[config.mk]
export PLATFORM = sky130hd
export DESIGN_NAME = l0_pool
export DESIGN_NICKNAME = d
export VERILOG_FILES = /design/src/rtl/l0_pkg.sv /design/src/rtl/l0_pool_buf.sv /design/src/rtl/l0_pool.sv
export SDC_FILE = /design/constraint.sdc
export NUM_CORES = 2
export LEC_CHECK = 0
export BUFFER_PORTS_ARGS = -buffer_cell sky130_fd_sc_hd__buf_2
export CAP_MARGIN = 25
export CELL_PAD_IN_SITES_DETAIL_PLACEMENT = 1
export CELL_PAD_IN_SITES_GLOBAL_PLACEMENT = 2
export CORE_MARGIN = 8
export CORE_UTILIZATION = 46
export DETAILED_ROUTE_END_ITERATION = 10
export PLACE_DENSITY = 0.87
export SLEW_MARGIN = 10
export SYNTH_ARGS = -nofsm -noshare
export SYNTH_HDL_FRONTEND = slang
export SYNTH_HIERARCHICAL = 1
export SYNTH_SLANG_ARGS = --single-unit
[constraint.sdc]
create_clock -name clk -period 9.6 [get_ports clk]
set_input_delay 1.92 -clock clk [delete_from_list [all_inputs] [get_ports clk]]
set_output_delay 1.92 -clock clk [all_outputs]
set_load 0.01 [all_outputs]
[src/rtl/l0_pkg.sv]
// l0_pkg: shared constants and the requantize helper for the layer-0 pooling
// stage. N_WIN is the number of 2x2 windows per 13x13 pooled map.
// POOL_BEATS is the number of samples in one window.
package l0_pkg;

  localparam int unsigned N_WIN      = 169;
  localparam int unsigned DW         = 18;
  localparam int unsigned OW         = 8;
  localparam int unsigned POOL_BEATS = 4;

  // Shift right, then clamp to the largest OW-bit value.
  function automatic logic [OW-1:0] requant(input logic [DW-1:0] m,
                                            input int unsigned   shift);
    logic [DW-1:0] q;
    q = m >> shift;
    if (q > {{(DW-OW){1'b0}}, {OW{1'b1}}}) begin
      return '1;
    end
    return q[OW-1:0];
  endfunction

endpackage

[src/rtl/l0_pool_buf.sv]
// l0_pool_buf: simple dual-port pooled-map buffer, DEPTH x W.
//   clk            clock
//   clr            synchronous clear of the read output register only
//   we/waddr/wdata registered write port
//   re/raddr       read request; the caller has already qualified it
//   rd_vld/rdata   registered read result; rdata is 0 when rd_vld is low
// The array has no reset, so its contents are undefined until written.
module l0_pool_buf #(
  parameter int unsigned DEPTH = 169,
  parameter int unsigned W     = 16,
  parameter int unsigned AW    = 8
) (
  input  logic          clk,
  input  logic          clr,
  input  logic          we,
  input  logic [AW-1:0] waddr,
  input  logic [W-1:0]  wdata,
  input  logic          re,
  input  logic [AW-1:0] raddr,
  output logic          rd_vld,
  output logic [W-1:0]  rdata
);

  logic [W-1:0] mem [DEPTH];

  always_ff @(posedge clk) begin
    if (we) begin
      mem[waddr] <= wdata;
    end
  end

  always_ff @(posedge clk) begin
    if (clr) begin
      rd_vld <= 1'b0;
      rdata  <= '0;
    end else begin
      rd_vld <= re;
      rdata  <= re ? mem[raddr] : '0;
    end
  end

endmodule

[src/rtl/l0_pool.sv]
// l0_pool: 2x2 max-pool of layer-0 channels 0 and 1.
// The block takes four beats per window, requantizes the maximum to OW bits
// and stores it in a 13x13 buffer. Layer 1 reads that buffer by address.
//   clk, rst_n      clock, synchronous active-low reset
//   tx_done         end-of-image pulse. It acts as a reset for all registers
//                   but leaves the buffer contents in place.
//   vld_in          din_0/din_1 carry one window sample
//   rd_en/rd_addr   read request. The result appears one cycle later on
//                   dout_0/dout_1/rd_vld.
//   wr_cnt          number of windows written
//   bsy             a window is partially accumulated
//   done            all N_WIN windows have been written
//   ovf             sticky: vld_in arrived while done
module l0_pool #(
  parameter int unsigned DW    = 18,
  parameter int unsigned OW    = 8,
  parameter int unsigned SHIFT = 4,
  parameter int unsigned N_WIN = 169,
  parameter int unsigned AW    = 8
) (
  input  logic          clk,
  input  logic          rst_n,
  input  logic          tx_done,
  input  logic          vld_in,
  input  logic [DW-1:0] din_0,
  input  logic [DW-1:0] din_1,
  input  logic          rd_en,
  input  logic [AW-1:0] rd_addr,
  output logic [OW-1:0] dout_0,
  output logic [OW-1:0] dout_1,
  output logic          rd_vld,
  output logic [AW-1:0] wr_cnt,
  output logic          bsy,
  output logic          done,
  output logic          ovf
);

  import l0_pkg::*;

  logic [1:0]      beat;
  logic [DW-1:0]   max_0, max_1;
  logic [DW-1:0]   m_0, m_1;
  logic            clr, take, last, we, rd_ok;
  logic [2*OW-1:0] wdata, rdata;

  assign clr  = !rst_n || tx_done;
  assign take = vld_in && !done;
  assign last = take && (beat == 2'(POOL_BEATS - 1));

  // The running maximum including the current beat. On beat 3 this is the
  // final window maximum, and it is written on the same edge.
  assign m_0 = (din_0 > max_0) ? din_0 : max_0;
  assign m_1 = (din_1 > max_1) ? din_1 : max_1;

  assign wdata = {requant(m_1, SHIFT), requant(m_0, SHIFT)};
  assign we    = last && !clr;

  // The comparison uses wr_cnt before the edge. A read of the slot being
  // written in this cycle is therefore reported invalid, and there is no
  // bypass path.
  assign rd_ok = rd_en && (rd_addr < wr_cnt) && !clr;

  assign bsy = (beat != '0);

  always_ff @(posedge clk) begin
    if (clr) begin
      beat   <= '0;
      max_0  <= '0;
      max_1  <= '0;
      wr_cnt <= '0;
      done   <= 1'b0;
      ovf    <= 1'b0;
    end else begin
      if (take) begin
        beat <= beat + 2'd1;
        if (beat == '0) begin
          max_0 <= din_0;
          max_1 <= din_1;
        end else begin
          max_0 <= m_0;
          max_1 <= m_1;
        end
        if (last) begin
          wr_cnt <= wr_cnt + AW'(1);
          if (wr_cnt == AW'(N_WIN - 1)) begin
            done <= 1'b1;
          end
        end
      end
      if (vld_in && done) begin
        ovf <= 1'b1;
      end
    end
  end

  l0_pool_buf #(
    .DEPTH (N_WIN),
    .W     (2 * OW),
    .AW    (AW)
  ) u_buf (
    .clk    (clk),
    .clr    (clr),
    .we     (we),
    .waddr  (wr_cnt),
    .wdata  (wdata),
    .re     (rd_ok),
    .raddr  (rd_addr),
    .rd_vld (rd_vld),
    .rdata  (rdata)
  );

  assign dout_0 = rdata[OW-1:0];
  assign dout_1 = rdata[2*OW-1:OW];

endmodule

* Yosys cells after proc, flatten, opt, wreduce, memory -nomap -nowiden *
Memories as Yosys holds them, arrays and structs flattened. A register that Yosys moved wholly into a read port is not among the register bits.
Index checks and enable logic that the tools add are counted.

storage, ports and cells
  register bits = 49
  memory bits (writable) = 2,704
  input port bits = 49
  output and inout bits = 28
  logic and storage cells = 51
  memories = 1

memories
  memory     depth  bits a word  read ports  clocked after Yosys merged registers in  write ports  line               source
  u_buf.mem  169    16           1           1                                        1            l0_pool_buf.sv:24  logic [W-1:0] mem [DEPTH];

cells by class
  add/sub/neg operators = 2
  magnitude comparators = 5
  equal/unequal tests = 2
  multiplexer cells = 12
  bitwise logic cells = 1
  reductions and logical operators = 19

operators with widths
  operator             number
  $mux 18              4
  $gt 18x18->1         2
  $mux 8               4
  $gt 14x8->1 const B  2
  $add 8x1->8 const B  1
  $eq 8x8->1 const B   1
  $lt 8x8->1           1
  $logic_and 1x1->1    6
  $reduce_and 2->1     3
  $reduce_bool 2->1    3
  $mux 1               4
  $logic_not 1->1      3
  $reduce_and 3->1     1
  $add 2x1->2 const B  1
  $eq 2x2->1 const B   1
  $logic_not 2->1      1
  $reduce_or 2->1      1
  $logic_or 1x1->1     1
  $not 1->1            1

* Logic depth before layout (Yosys ltp) *
  depth in word-level cells = 6
  depth in mapped cells = 13
  depth with buffers taken out = 11

* By module *
Netlist, hierarchy kept.

modules (own cells, without submodules)
  module       times used  cells each  area an instance (um^2)  sequential area each (um^2)
  l0_pool_buf  1           4,806       105,024.5                81,538.2
  l0_pool      1           437         3,482.1                  960.9

* Least setup slack after synthesis *
OpenSTA, ideal clock, no wires.

  kind = in2reg
  from = input din_1[5]
  to = memory u_buf.mem[0][10] (data pin)
  library setup time = 1,151 ps
  arrival time = 8,244 ps
  data required time = 8,449 ps
  slack = 205 ps
  stages = 7
  buffers on the path = 0
  cells stage by stage = ha_1 -> a21oi_1 -> o21ai_0 -> a2111oi_0 -> o21ai_0 -> nand2_2 -> mux2i_1

between the ends
  cells in the longest elaborated chain, start to end = 5

RTL lines
  item           line               source
  from (decl)    l0_pool.sv:26      input logic [DW-1:0] din_1,
  $gt 18x18->1   l0_pool.sv:53      assign m_1 = (din_1 > max_1) ? din_1 : max_1;
  $mux 18 *      l0_pool.sv:53
  $gt 14x8->1    l0_pkg.sv:16       if (q > {{(DW-OW){1'b0}}, {OW{1'b1}}}) begin
  $mux 1         l0_pkg.sv:16
  $mux 8 *       l0_pkg.sv:19       return q[OW-1:0];
  via wdata[10]  l0_pool.sv:44      logic [2*OW-1:0] wdata, rdata;
  to (decl)      l0_pool_buf.sv:24

Mark *: on every way through the listed nets, which the timed path passes. The rest lies on a longest branch. The select of a mux whose other input is x is not followed.

* Worst setup path in the final report *
  from = input rd_addr[3]
  to = register u_buf.rdata[7] (read register of u_buf.mem)

between the ends
  cells in the longest elaborated chain, start to end = 5

RTL lines
  item                              line               source
  from (decl)                       l0_pool.sv:28      input logic [AW-1:0] rd_addr,
  $lt 8x8->1                        l0_pool.sv:61      assign rd_ok = rd_en && (rd_addr < wr_cnt) && !clr;
  $logic_and 1x1->1 (2 in series)   l0_pool.sv:61
  $not 1->1 (no source line)        -
  $reduce_or 2->1 (no source line)  -
  to (decl)                         l0_pool_buf.sv:21  output logic [W-1:0] rdata

Parallel ways exist; a longest one is shown, timed or not.
A chain may end at the register's enable or synchronous reset.

==> results.ini <==
[detailed_routing]
post_drt_wl_per_cell_microns = 36.89
via_count = 58719
drc = 0
wl_microns = 331500
drt_iter0_markers = 9160
first_pass_iters = 6
ant_nets = 0
viasPerCell = 6.534

[global_routing]
grt_pass1_wl_microns = 464400
grt_max_degree = 170
antenna_found_initial = 10
grtUsageTotal_pct = 25.83
grt_pass1_vias = 61275
grt-ovfl-total = 0

[pwr]
total_power_w = 0.02607
max-vdd-ir-drop_mv = 0.1965
power_density_mw_per_mm2 = 212.4
p_leak_nw = 39.77

[synth]
ys_seq_elements = 2769
ys_types = 80
async_reset_ff_share_pct = 0
synth.net_count = 5339
synth-edff-count = 2704
synthCells = 5243
synth.avg_cell_area_sq_um = 20.70
yosysSeqAreaShare_pct = 76.03
netlist_area_sq_mm = 0.1085
ys.flop_type = edfxtp_1
yosys_warnings = 6

[critical_path]
crit_chain = buf_4 > buf_4 > buf_4 > nand2_1 > and3_1 > nor4_1 > nor3_1 > nor4_1
path_common_cell = buf_4
cp_slowest_cell = nor4_1
cp.arrival_ns = 6.48
cp.required_ns = 10.36
crit_type = in -> reg
cp_max_fo = 40
cp-end-kind = register
start_kind = input port
slowest_delay_ns = 0.88

[cts]
clock_latency_ns = 0.96
clock_path_buffers = 4
cts_setup_buffers = 0
cts_made_buffers = 295
cts_tree = built
cts-hold-fix-buffers = 0
cts_resized = 0
numClockSinks = 2769
clk_pin_slew_ns = 0.06
htree_levels = 5
cts_root_buf = clkbuf_16

[cells_and_area]
final_common_cell = edfxtp_1
fin_area_sq_mm = 0.1227
drive_above_1_share_pct = 24.91
fin_util_pct = 52.24
layout_common_cells = 2704 x edfxtp_1, 577 x mux4_2, 320 x mux2i_1, 306 x clkbuf_16, 251 x buf_4
fin_nets = 5714
areaGrowthSynthToFinish_pct = 13.12

[sta]
relSlewSlack_pct = 22.68
final_max_slew_viol_count = 0
post-route-period-util_pct = 59.62
max_slew.worst_pin.slew_ns = 1.149
setup_slack_ns = 3.876
hold_viol = 0
fin_crit_ns = 5.724
fmaxAchievable_mhz = 174.7
rsz0062_at_grt = false
setup_tns_ns = 0
skew_ns = 0.07744
setup-violations-final = 0

[floorplan]
coreArea_sq_mm = 0.2350
die_w_microns = 501.7
io_pins = 77
initial_utilization_pct = 46.18
die-area_sq_mm = 0.2517
std_cell_rows = 178
die_h_microns = 501.7

[place]
place_congestion = 0.8571
port_buffers = 76
hpwl_microns = 188600
pre_cts_slack_ns = 3.165
place_area_sq_mm = 0.1135

[min_path]
hp-class = reg -> reg

[run]
maxCapViolCount = 0

[status]
status = complete, no violations

power breakdown:
group          switching, W  total (W)  internal [W]
logic               0.00110    0.00153      0.000429
clock network       0.00467     0.0110       0.00631
registers        0.00000517     0.0136        0.0136
total               0.00578     0.0261        0.0203
worst max-delay path: cells and delay by family:
family,cells,cell delay [ns]
and+or+nand+nor,5,2.50
buffers and inverters,3,1.84
per-layer routing:
| metal | vias up | part of all wire [%] | global-route usage (%) |
|---|---|---|---|
| li1 | 22516 | - | - |
| met5 | - | 0 | 0 |
| met2 | 4506 | 47 | 41.05 |
| met3 | 957 | 12 | 5.982 |
| met4 | 0 | 6.7 | 14.69 |
| met1 | 30740 | 35 | 32.98 |
layout make-up:
class / count / area (sq um)
clock buffer: 370 / 7918
multi-input combinational: 2131 / 24110
tap: 3150 / 3941
inverter: 55 / 211.5
clock inverter: 135 / 1115
antenna: 10 / 25.02
timing repair buffer: 366 / 2924
fill: 20757 / 112200
sequential: 2769 / 82500
cell usage after synthesis (43+ instances only):
library cell	n	area [sq um]
a21oi_1	80	400.4
a22oi_1	124	930.9
buf_2	65	325.3
buf_4	43	322.8
clkbuf_1	90	337.8
dfxtp_1	65	1301
edfxtp_1	2704	81200
ha_1	47	588.1
inv_1	51	191.4
mux2i_1	336	3363
mux4_2	577	12990
nand2_1	161	604.3
nor2_1	250	938.4
o21ai_0	69	345.3
o22ai_1	62	387.9
state kept, by name, summed over array words and instances, names as in the netlist:
signal / flops
ovf: 1
max_0: 18
wr_cnt: 8
u_buf/rd_vld: 1
done: 1
beat: 2
u_buf/mem: 2704
u_buf/rdata: 16
max_1: 18
metrics by stage:
step                      hold WS (ns)  std cells
after floorplan                 0.4347       5243
after global placement          0.4446       8444
after detailed placement        0.4561       8462
after CTS                       0.4652       8967
after global routing            0.4980       8980
final                           0.4575       8986
cells by family (layout without fill, tap and decap cells):
| group | count (synthesis) | in the layout | synth area share (%) |
|---|---|---|---|
| other | 0 | 10 | 0 |
| XOR/XNOR | 7 | 7 | 0.05650 |
| adder cells (fa/ha/maj) | 47 | 47 | 0.5420 |
| flip-flops | 2769 | 2769 | 76.03 |
| buffers and inverters | 343 | 926 | 2.116 |
| AND/OR/NAND/NOR | 629 | 629 | 2.698 |
| AO/OA/AOI/OAI | 509 | 509 | 3.155 |
| multiplexers | 939 | 939 | 15.40 |
path summary, 6_finish.rpt:
check             depth (start not counted)  slack, ns                 to        from
setup reg to reg                         10       4.69  u_buf/mem[83][11]    max_1[5]
hold / removal                            2       0.46          max_0[17]   max_0[17]
hold reg to reg                           2       0.46          max_0[17]   max_0[17]
setup / recovery                          8       3.88     u_buf/rdata[7]  rd_addr[3]
No activity file was read; power rests on OpenSTA's default activity.
